File: src/rtl/nd_1ton.sv
// 1-to-N message router: four-phase input channel, range-table routing with
// first-match priority, per-output FIFOs and independent four-phase outputs.
//
// state        | meaning
// IN_IDLE      | waiting for a synchronised request with room in the target
// IN_ACKED     | message taken (or dropped), ack held until request falls
// OUT_IDLE     | output idle; loads the FIFO head once the last ack is released
// OUT_SENDING  | snd_req high, waiting for the receiver's ack
// OUT_WAIT_REL | snd_req low, waiting for the receiver to drop its ack
module nd_1ton #(
  parameter int NOUT = 4,
  parameter int FSZ  = 4,
  parameter int ASZ  = 8,
  parameter int DSZ  = 16,
  parameter int RSZ  = 4,
  parameter logic [NOUT*ASZ-1:0] LO_BOUNDS = '0,
  parameter logic [NOUT*ASZ-1:0] HI_BOUNDS = '1,
  parameter int DFLT_OUT = 0,
  parameter bit DROP_UNMATCHED = 1'b0
) (
  input  logic                          gch_clk,
  input  logic                          gch_reset_n,
  output logic                          gch_ready,
  input  logic                          rcv0_req,
  output logic                          rcv0_ack,
  input  logic [ASZ-1:0]                rcv0_src,
  input  logic [ASZ-1:0]                rcv0_dst,
  input  logic [DSZ-1:0]                rcv0_dat,
  input  logic [RSZ-1:0]                rcv0_red,
  output logic [NOUT-1:0]               snd_req,
  input  logic [NOUT-1:0]               snd_ack,
  output logic [NOUT*ASZ-1:0]           snd_src,
  output logic [NOUT*ASZ-1:0]           snd_dst,
  output logic [NOUT*DSZ-1:0]           snd_dat,
  output logic [NOUT*RSZ-1:0]           snd_red,
  output logic [NOUT*($clog2(FSZ)+1)-1:0] occ,
  output logic [15:0]                   drop_cnt
);

  localparam int PW = $clog2(FSZ);
  localparam int OW = PW + 1;
  localparam int MW = 2*ASZ + DSZ + RSZ;
  localparam int IW = (NOUT > 1) ? $clog2(NOUT) : 1;

  typedef enum logic {IN_IDLE, IN_ACKED} in_st_t;
  typedef enum logic [1:0] {OUT_IDLE, OUT_SENDING, OUT_WAIT_REL} out_st_t;

  logic            req_s1, req_s;
  logic [NOUT-1:0] ack_s1, ack_s;
  logic            init_done;
  in_st_t          in_st;
  logic            hit, drop, accept;
  logic [IW-1:0]   tgt;
  logic [NOUT-1:0] full;
  logic [MW-1:0]   msg_in;

  always_ff @(posedge gch_clk or negedge gch_reset_n) begin
    if (!gch_reset_n) begin
      req_s1    <= 1'b0;
      req_s     <= 1'b0;
      ack_s1    <= '0;
      ack_s     <= '0;
      init_done <= 1'b0;
      gch_ready <= 1'b0;
    end else begin
      req_s1    <= rcv0_req;
      req_s     <= req_s1;
      ack_s1    <= snd_ack;
      ack_s     <= ack_s1;
      init_done <= 1'b1;
      gch_ready <= init_done;
    end
  end

  // Scan from the top so the lowest matching index is the one left standing.
  always_comb begin
    hit = 1'b0;
    tgt = IW'(DFLT_OUT);
    for (int k = NOUT-1; k >= 0; k--) begin
      if (rcv0_dst >= LO_BOUNDS[k*ASZ +: ASZ] && rcv0_dst <= HI_BOUNDS[k*ASZ +: ASZ]) begin
        hit = 1'b1;
        tgt = IW'(k);
      end
    end
  end

  assign drop   = DROP_UNMATCHED && !hit;
  assign msg_in = {rcv0_src, rcv0_dst, rcv0_dat, rcv0_red};
  assign accept = (in_st == IN_IDLE) && gch_ready && req_s && (drop || !full[tgt]);

  always_ff @(posedge gch_clk or negedge gch_reset_n) begin
    if (!gch_reset_n) begin
      in_st    <= IN_IDLE;
      rcv0_ack <= 1'b0;
      drop_cnt <= '0;
    end else begin
      case (in_st)
        IN_IDLE: begin
          if (accept) begin
            rcv0_ack <= 1'b1;
            in_st    <= IN_ACKED;
            if (drop && drop_cnt != 16'hFFFF) drop_cnt <= drop_cnt + 16'd1;
          end
        end
        IN_ACKED: begin
          if (!req_s) begin
            rcv0_ack <= 1'b0;
            in_st    <= IN_IDLE;
          end
        end
        default: in_st <= IN_IDLE;
      endcase
    end
  end

  for (genvar k = 0; k < NOUT; k++) begin : g_out
    logic [MW-1:0] mem [FSZ];
    logic [PW-1:0] wp, rp;
    logic [OW-1:0] cnt;
    logic [MW-1:0] msg_q;
    logic          req_q;
    out_st_t       st;
    logic          push, pop;

    assign push    = accept && !drop && (tgt == IW'(k));
    assign pop     = (st == OUT_IDLE) && (cnt != '0) && !ack_s[k];
    assign full[k] = (cnt == OW'(FSZ));

    // Payload storage needs no reset; only pointers and count define contents.
    always_ff @(posedge gch_clk) begin
      if (push) mem[wp] <= msg_in;
    end

    always_ff @(posedge gch_clk or negedge gch_reset_n) begin
      if (!gch_reset_n) begin
        wp  <= '0;
        rp  <= '0;
        cnt <= '0;
      end else begin
        if (push) wp <= wp + 1'b1;
        if (pop)  rp <= rp + 1'b1;
        if (push && !pop)      cnt <= cnt + 1'b1;
        else if (pop && !push) cnt <= cnt - 1'b1;
      end
    end

    always_ff @(posedge gch_clk or negedge gch_reset_n) begin
      if (!gch_reset_n) begin
        st    <= OUT_IDLE;
        req_q <= 1'b0;
        msg_q <= '0;
      end else begin
        case (st)
          OUT_IDLE: begin
            if (pop) begin
              msg_q <= mem[rp];
              req_q <= 1'b1;
              st    <= OUT_SENDING;
            end
          end
          OUT_SENDING: begin
            if (ack_s[k]) begin
              req_q <= 1'b0;
              st    <= OUT_WAIT_REL;
            end
          end
          OUT_WAIT_REL: begin
            if (!ack_s[k]) st <= OUT_IDLE;
          end
          default: st <= OUT_IDLE;
        endcase
      end
    end

    assign snd_req[k] = req_q;
    assign {snd_src[k*ASZ +: ASZ], snd_dst[k*ASZ +: ASZ],
            snd_dat[k*DSZ +: DSZ], snd_red[k*RSZ +: RSZ]} = msg_q;
    assign occ[k*OW +: OW] = cnt;
  end

endmodule

File: config.mk
export PLATFORM = sky130hd
export DESIGN_NAME = nd_1ton
export DESIGN_NICKNAME = d
export VERILOG_FILES = /design/src/rtl/nd_1ton.sv
export SDC_FILE = /design/constraint.sdc
export NUM_CORES = 1
export LEC_CHECK = 0
export ABC_AREA = 1
export CORE_ASPECT_RATIO = 0.9
export CORE_MARGIN = 1.5
export CORE_UTILIZATION = 51
export CTS_CLUSTER_SIZE = 25
export DETAILED_ROUTE_END_ITERATION = 10
export PLACE_DENSITY = 0.82
export SLEW_MARGIN = 20
export SYNTH_ARGS = -nofsm -noshare
export SYNTH_HDL_FRONTEND = slang
export SYNTH_SLANG_ARGS = --single-unit
File: constraint.sdc
create_clock -name gch_clk -period 3.71 [get_ports gch_clk]
set_input_delay 1.113 -clock gch_clk [delete_from_list [all_inputs] [get_ports gch_clk]]
set_output_delay 1.113 -clock gch_clk [all_outputs]
set_load 0.02 [all_outputs]
==> impl_metrics.json, run 1 <==
{
  "leakage_nw": 5.51,
  "ys_seq_area_share_pct": 62.2,
  "antenna_found_initial": 0,
  "antenna_cells": 0,
  "grt_pass1_vias": 5787,
  "clkTransAtPathRegs_ns": 0.06,
  "synth_edf_count": 144,
  "synth_most_common_cell": "nand2_1",
  "synthesis.instances": 1009,
  "tritoncts": "yes",
  "dp_hpwl_um": 11100,
  "ir_worst_vdd_mv": 0.477,
  "drive_above_1_share_pct": 5.33,
  "synthFlopType": "edfxtp_1",
  "crit_fanout": 4,
  "design_area_um2": 11600,
  "netlist_area_um2": 10100,
  "layout.nets": 1163,
  "dp.cells": 1332,
  "grt_usage_pct": 18.1,
  "postCtsSetupBuffers": 0,
  "cpPeakStageDelay_ns": 0.68,
  "finalMaxSlewViolations": 0,
  "fin_util_pct": 60.0,
  "tns_ns": 0,
  "drtIter0Drc": 230,
  "path_buf_inv": 1,
  "worstMarginPinSlew_ns": 0.909,
  "r2r_start": "g_out[0].cnt[0]$_DFFE_PN0P_",
  "path_delay_family": "buffers and inverters",
  "stdcell_count": 1376,
  "setup_viol_count_final": 0,
  "fp.dieH_um": 136,
  "grt_max_degree": 75,
  "slowest_stage": "clkdlybuf4s50_1",
  "synth_top_area_share_pct": 42.8,
  "max_clock_freq_mhz": 365,
  "pin_count": 221,
  "crit_start": "g_out[0].cnt[0]$_DFFE_PN0P_",
  "die_area_um2": 20700,
  "crit_type": "reg -> out",
  "syn_to_final_growth_pct": 14.6,
  "drt-pass1-iter-count": 4,
  "grt_overflow": 0,
  "worstPathCellList": "clkdlybuf4s50_1",
  "clk_latency_ns": 0.51,
  "wl_um": 18400,
  "fin_crit_sh_pct": 73.9,
  "period_needed_ns": 2.74,
  "synth_common_cells": "317 x nand2_1, 173 x inv_1, 144 x edfxtp_1",
  "worstHoldPathType": "reg -> reg",
  "cp.arrival_ns": 1.63,
  "synth_cell_types": 27,
  "portBuffers": 96,
  "die_x_um": 151,
  "slew_headroom_pct": 39.3,
  "gp_congestion": 0.734,
  "end_kind": "output pin",
  "power_mw": 8.10,
  "core.rowCount": 48,
  "status": "finished clean",
  "numCtsBuffers": 24,
  "nFillCells": 1542,
  "max-cap-violations": 0,
  "ys_ff_latch": 222,
  "skew_ns": 0.0130,
  "postCtsResizedCells": 0,
  "clock-sinks": 222,
  "hp-start": "ack_s1[1]$_DFF_PN0_",
  "cts_buffer_depth": 3,
  "grt_pass1_wl_um": 28700,
  "dr_total_vias": 6256,
  "syn_avg_cell_area_um2": 10.0,
  "yosys-top-cells-area": "edfxtp_1 43%, dfrtp_1 19%, nand2_1 12%",
  "synthArstFlopShare_pct": 35.1,
  "start_util_pct": 52.4,
  "route.detailed.drc": 0,
  "powerDensity_nw_per_um2": 701,
  "cts-root-buf": "clkbuf_16",
  "coreArea_um2": 19300,
  "post_drt_wl_per_cell_um": 13.4,
  "htree_levels": 1,
  "cp_data_required_time_ns": 2.60,
  "avgViaCountPerCell": 4.55,
  "placed_cell_area_um2": 10800,
  "ctsHoldBuffers": 0,
  "hold_viol_final": 0,
  "ys_warn_count": 0,
  "synth_top_cell_by_area": "edfxtp_1",
  "rsz0062_at_grt": "false",
  "ant_nets": 0,
  "start_kind": "register"
}
[logic make-up (layout without fill, tap and decap cells)]
family,after synthesis,count (layout),share of synthesized area [%]
AOI/OAI and AO/OA,24,24,1.21
buffers and inverters,333,327,18.0
DFF,222,222,62.2
other,2,125,0.0744
xor gates and xnor gates,6,6,0.521
muxes,1,1,0.112
and+or+nand+nor,409,409,16.4
adders and majority gates,12,12,1.56
[cell type report]
type / count / area [um^2] / share of cell area, %
clock inverter: 4 / 20.0 / 0.173
tap: 250 / 313 / 2.70
timing repair buffer: 107 / 1040 / 9.00
multi-input combinational: 577 / 2500 / 21.6
sequential: 222 / 6280 / 54.3
clock buffer: 40 / 754 / 6.52
inverter: 176 / 664 / 5.74
[metrics by stage]
| stage | hold slack [ns] | setup WS [ns] |
|---|---|---|
| 2_1_floorplan | 0.331 | 0.913 |
| 3_3_place_gp | 0.332 | 1.30 |
| 3_5_place_dp | 0.336 | 1.23 |
| 4_1_cts | 0.349 | 0.957 |
| 5_1_grt | 0.363 | 0.937 |
| 6_report | 0.349 | 0.967 |
[power by group]
part | switching [mW] | leakage [nW] | total, mW | internal [mW]
Clock | 0.915 | 0.382 | 2.30 | 1.38
Combinational | 1.68 | 2.84 | 2.58 | 0.900
Sequential | 0.183 | 2.28 | 3.23 | 3.05
[path summary, 6_finish.rpt]
path / cells past startpoint / slack, ns / endpoint
worst max-delay path: 1 / 0.97 / occ[0]
worst min-delay path: 0 / 0.35 / ack_s[1]$_DFF_PN0_
worst max register to register: 7 / 1.26 / g_out[0].cnt[1]$_DFFE_PN0P_
worst min register to register: 0 / 0.35 / ack_s[1]$_DFF_PN0_
max in group asynchronous: 2 / 2.39 / g_out[0].msg_q[7]$_DFFE_PN0P_
min in group asynchronous: 1 / 0.64 / ack_s[1]$_DFF_PN0_
[state kept, by name (all words and copies together), names as in the netlist, 2 cells and up]
register and count:
g_out.st 8, g_out.msg_q 36, g_out.req_q 4, g_out.mem 144, g_out.wp 2, g_out.cnt 12
ack_s1 4, ack_s 4, g_out.rp 2
[metal layers]
layer  part of all wire [%]  up-vias  wire (um)  track usage [%]
met4                    2.6        0        488             5.77
met3                    5.3       41        980             3.19
met5                      0        -          0                0
met2                     51      208       9370             32.2
met1                     41     2947       7600             22.2
li1                       -     3060          -                -
[placed cells by master (no fill, tap or decap), types with 2 or more instances in the layout]
cell type        instances
a21oi_1                  7
buf_4                   12
clkbuf_1                10
clkbuf_16               27
clkbuf_8                 3
clkdlybuf4s50_1         95
clkinv_2                 5
conb_1                 125
dfrtp_1                 76
dfrtp_2                  2
edfxtp_1               144
ha_1                    11
inv_1                  173
nand2_1                317
nand3_1                 73
nor2_1                   9
nor2_4                   4
o21ai_0                 15
or2_2                    2
xnor2_1                  2
xor2_1                   4
Power figures use the tool's default switching activity.
==> run 2: changes to the inputs <==
--- a/config.mk
+++ b/config.mk
@@ -8,10 +8,10 @@
 export ABC_AREA = 1
 export CORE_ASPECT_RATIO = 0.9
 export CORE_MARGIN = 1.5
-export CORE_UTILIZATION = 51
+export CORE_UTILIZATION = 46
 export CTS_CLUSTER_SIZE = 25
 export DETAILED_ROUTE_END_ITERATION = 10
-export PLACE_DENSITY = 0.82
+export PLACE_DENSITY = 0.79
 export SLEW_MARGIN = 20
 export SYNTH_ARGS = -nofsm -noshare
 export SYNTH_HDL_FRONTEND = slang
==> constraint.sdc (replaced) <==
create_clock -name gch_clk -period 2.5 [get_ports gch_clk]
set_input_delay 0.75 -clock gch_clk [delete_from_list [all_inputs] [get_ports gch_clk]]
set_output_delay 0.75 -clock gch_clk [all_outputs]
set_load 0.02 [all_outputs]
==> run 2 against run 1 <==
Effect of this change: total power up 53%; cell count up 3.0%; non-clock buffer count unchanged; largest cell class unchanged; global-route usage down 1.7 points; largest power group unchanged; critical path depth unchanged.
==> impl_metrics.json, run 2 (synthesis gave the netlist of run 1 again) <==
{
  "status": "finished clean",
  "ir_worst_vdd_mv": 0.572,
  "antenna_found_initial": 1,
  "worstPathCellList": "clkdlybuf4s50_1",
  "coreArea_um2": 21600,
  "clk_latency_ns": 0.52,
  "nFillCells": 1846,
  "reg.largest.list": "g_out.mem x144, g_out.msg_q x36, g_out.cnt x12",
  "swShare_pct": 33.8,
  "clock-sinks": 222,
  "stdcell_count": 1417,
  "cp_data_required_time_ns": 1.75,
  "core.rowCount": 51,
  "die_x_um": 159,
  "pre_cts_slack_ns": 0.560,
  "setup_viol_count_final": 0,
  "cts-root-buf": "clkbuf_16",
  "path_delay_family": "buffers and inverters",
  "slowest_stage": "clkdlybuf4s50_1",
  "postCtsResizedCells": 0,
  "start_util_pct": 46.8,
  "crit_fanout": 4,
  "cts_buffer_depth": 3,
  "mostFrequentLayoutCells": "317 x nand2_1, 173 x inv_1, 144 x edfxtp_1",
  "cp.arrival_ns": 1.59,
  "drt-pass1-iter-count": 4,
  "post_drt_wl_per_cell_um": 13.3,
  "skew_ns": 0.0261,
  "slew_headroom_pct": 48.1,
  "ctsHoldBuffers": 0,
  "largest_register_ffs": 144,
  "max-cap-violations": 0,
  "design_area_um2": 11800,
  "period_needed_ns": 2.34,
  "fin_util_pct": 54.5,
  "portBuffers": 96,
  "mostFrequentLayoutCell": "nand2_1",
  "drtIter0Drc": 368,
  "pin_count": 221,
  "wl_um": 18800,
  "worstMarginPinSlew_ns": 0.778,
  "rsz0062_at_grt": "false",
  "htree_levels": 1,
  "clkTransAtPathRegs_ns": 0.06,
  "top_usage_layer": "met2",
  "worst_slack_ns": 0.160,
  "grt_pass1_wl_um": 29800,
  "syn_to_final_growth_pct": 16.5,
  "whs_ns": 0.224,
  "p_switching_mw": 4.21,
  "drive_above_1_share_pct": 5.60,
  "cpPeakStageDelay_ns": 0.64,
  "tritoncts": "yes",
  "tns_ns": 0,
  "dr_total_vias": 6297,
  "crit_type": "reg -> out",
  "max_clock_freq_mhz": 427,
  "gp_congestion": 0.775,
  "fp.dieH_um": 144,
  "grt_use_met1_pct": 20.2,
  "finalMaxSlewViolations": 0,
  "seqPwrFrac_pct": 38.9,
  "worstHoldPathType": "in -> async",
  "die_area_um2": 22800,
  "largest_register": "g_out.mem",
  "dp.cells": 1373,
  "hold_viol_final": 0,
  "numCtsBuffers": 24,
  "route.detailed.drc": 0,
  "grt.met3_usage_pct": 2.74,
  "grt_usage_pct": 16.4,
  "start_kind": "register",
  "dp_hpwl_um": 11400,
  "placed_cell_area_um2": 10900,
  "grt_overflow": 0,
  "clkPwrFrac_pct": 30.1,
  "end_kind": "output pin",
  "grt_pass1_vias": 5978,
  "layout.nets": 1163,
  "avgViaCountPerCell": 4.44,
  "internal-power_mw": 8.23,
  "leakage_nw": 5.56,
  "ant_nets": 0,
  "postCtsSetupBuffers": 0,
  "fin_crit_sh_pct": 93.6,
  "grt_max_degree": 75,
  "powerDensity_nw_per_um2": 1060,
  "met2_usage_pct": 29.6,
  "power_mw": 12.4,
  "path_buf_inv": 1,
  "combPwrFrac_pct": 31.0
}
## run 2: cell count changes in the layout (fill, tap and decap cells not counted), moves of 2 or more
cell	before	now
clkbuf_16	27	25
clkinv_1	0	2
bufinv_16	0	4
buf_12	0	6
clkinv_2	5	2
clkbuf_1	10	4
buf_4	12	6
clkinvlp_4	0	2
## run 2: worst paths after layout
kind | cells past startpoint | end | startpoint | slack, ns
worst max-delay path | 1 | occ[0] | g_out[0].cnt[0]$_DFFE_PN0P_ | 0.16
worst min-delay path | 1 | ack_s1[3]$_DFF_PN0_ | gch_reset_n | 0.22
worst max register to register | 8 | g_out[0].cnt[1]$_DFFE_PN0P_ | g_out[0].cnt[0]$_DFFE_PN0P_ | 0.58
worst min register to register | 0 | ack_s[2]$_DFF_PN0_ | ack_s1[2]$_DFF_PN0_ | 0.34
max in group asynchronous | 2 | g_out[2].st[0]$_DFFE_PN0P_ | gch_reset_n | 1.65
min in group gch_clk | 0 | ack_s[2]$_DFF_PN0_ | ack_s1[2]$_DFF_PN0_ | 0.34
## run 2: power groups by stage
stage,sequential (mW),clock (mW),combinational [mW]
after floorplan,5.22,0,2.36
after global placement,4.91,0,3.78
after detailed placement,4.91,0,3.88
after CTS,4.85,3.82,3.89
after global routing,4.90,3.97,4.26
final,4.84,3.74,3.86
## run 2: layer usage
metal,vias to the layer above,routed length (um)
met2,246,9350
met5,-,0
li1,3056,-
met3,33,1140
met4,0,402
met1,2962,7890
## run 2: cell type report
cell class | count | area [um^2] | share of cell area, %
sequential | 222 | 6280 | 53.4
multi-input combinational | 577 | 2500 | 21.2
timing repair buffer | 107 | 1120 | 9.49
clock buffer | 32 | 682 | 5.80
inverter | 176 | 663 | 5.64
tap | 291 | 364 | 3.09
clock inverter | 11 | 161 | 1.37
antenna | 1 | 2.50 | 0.0213
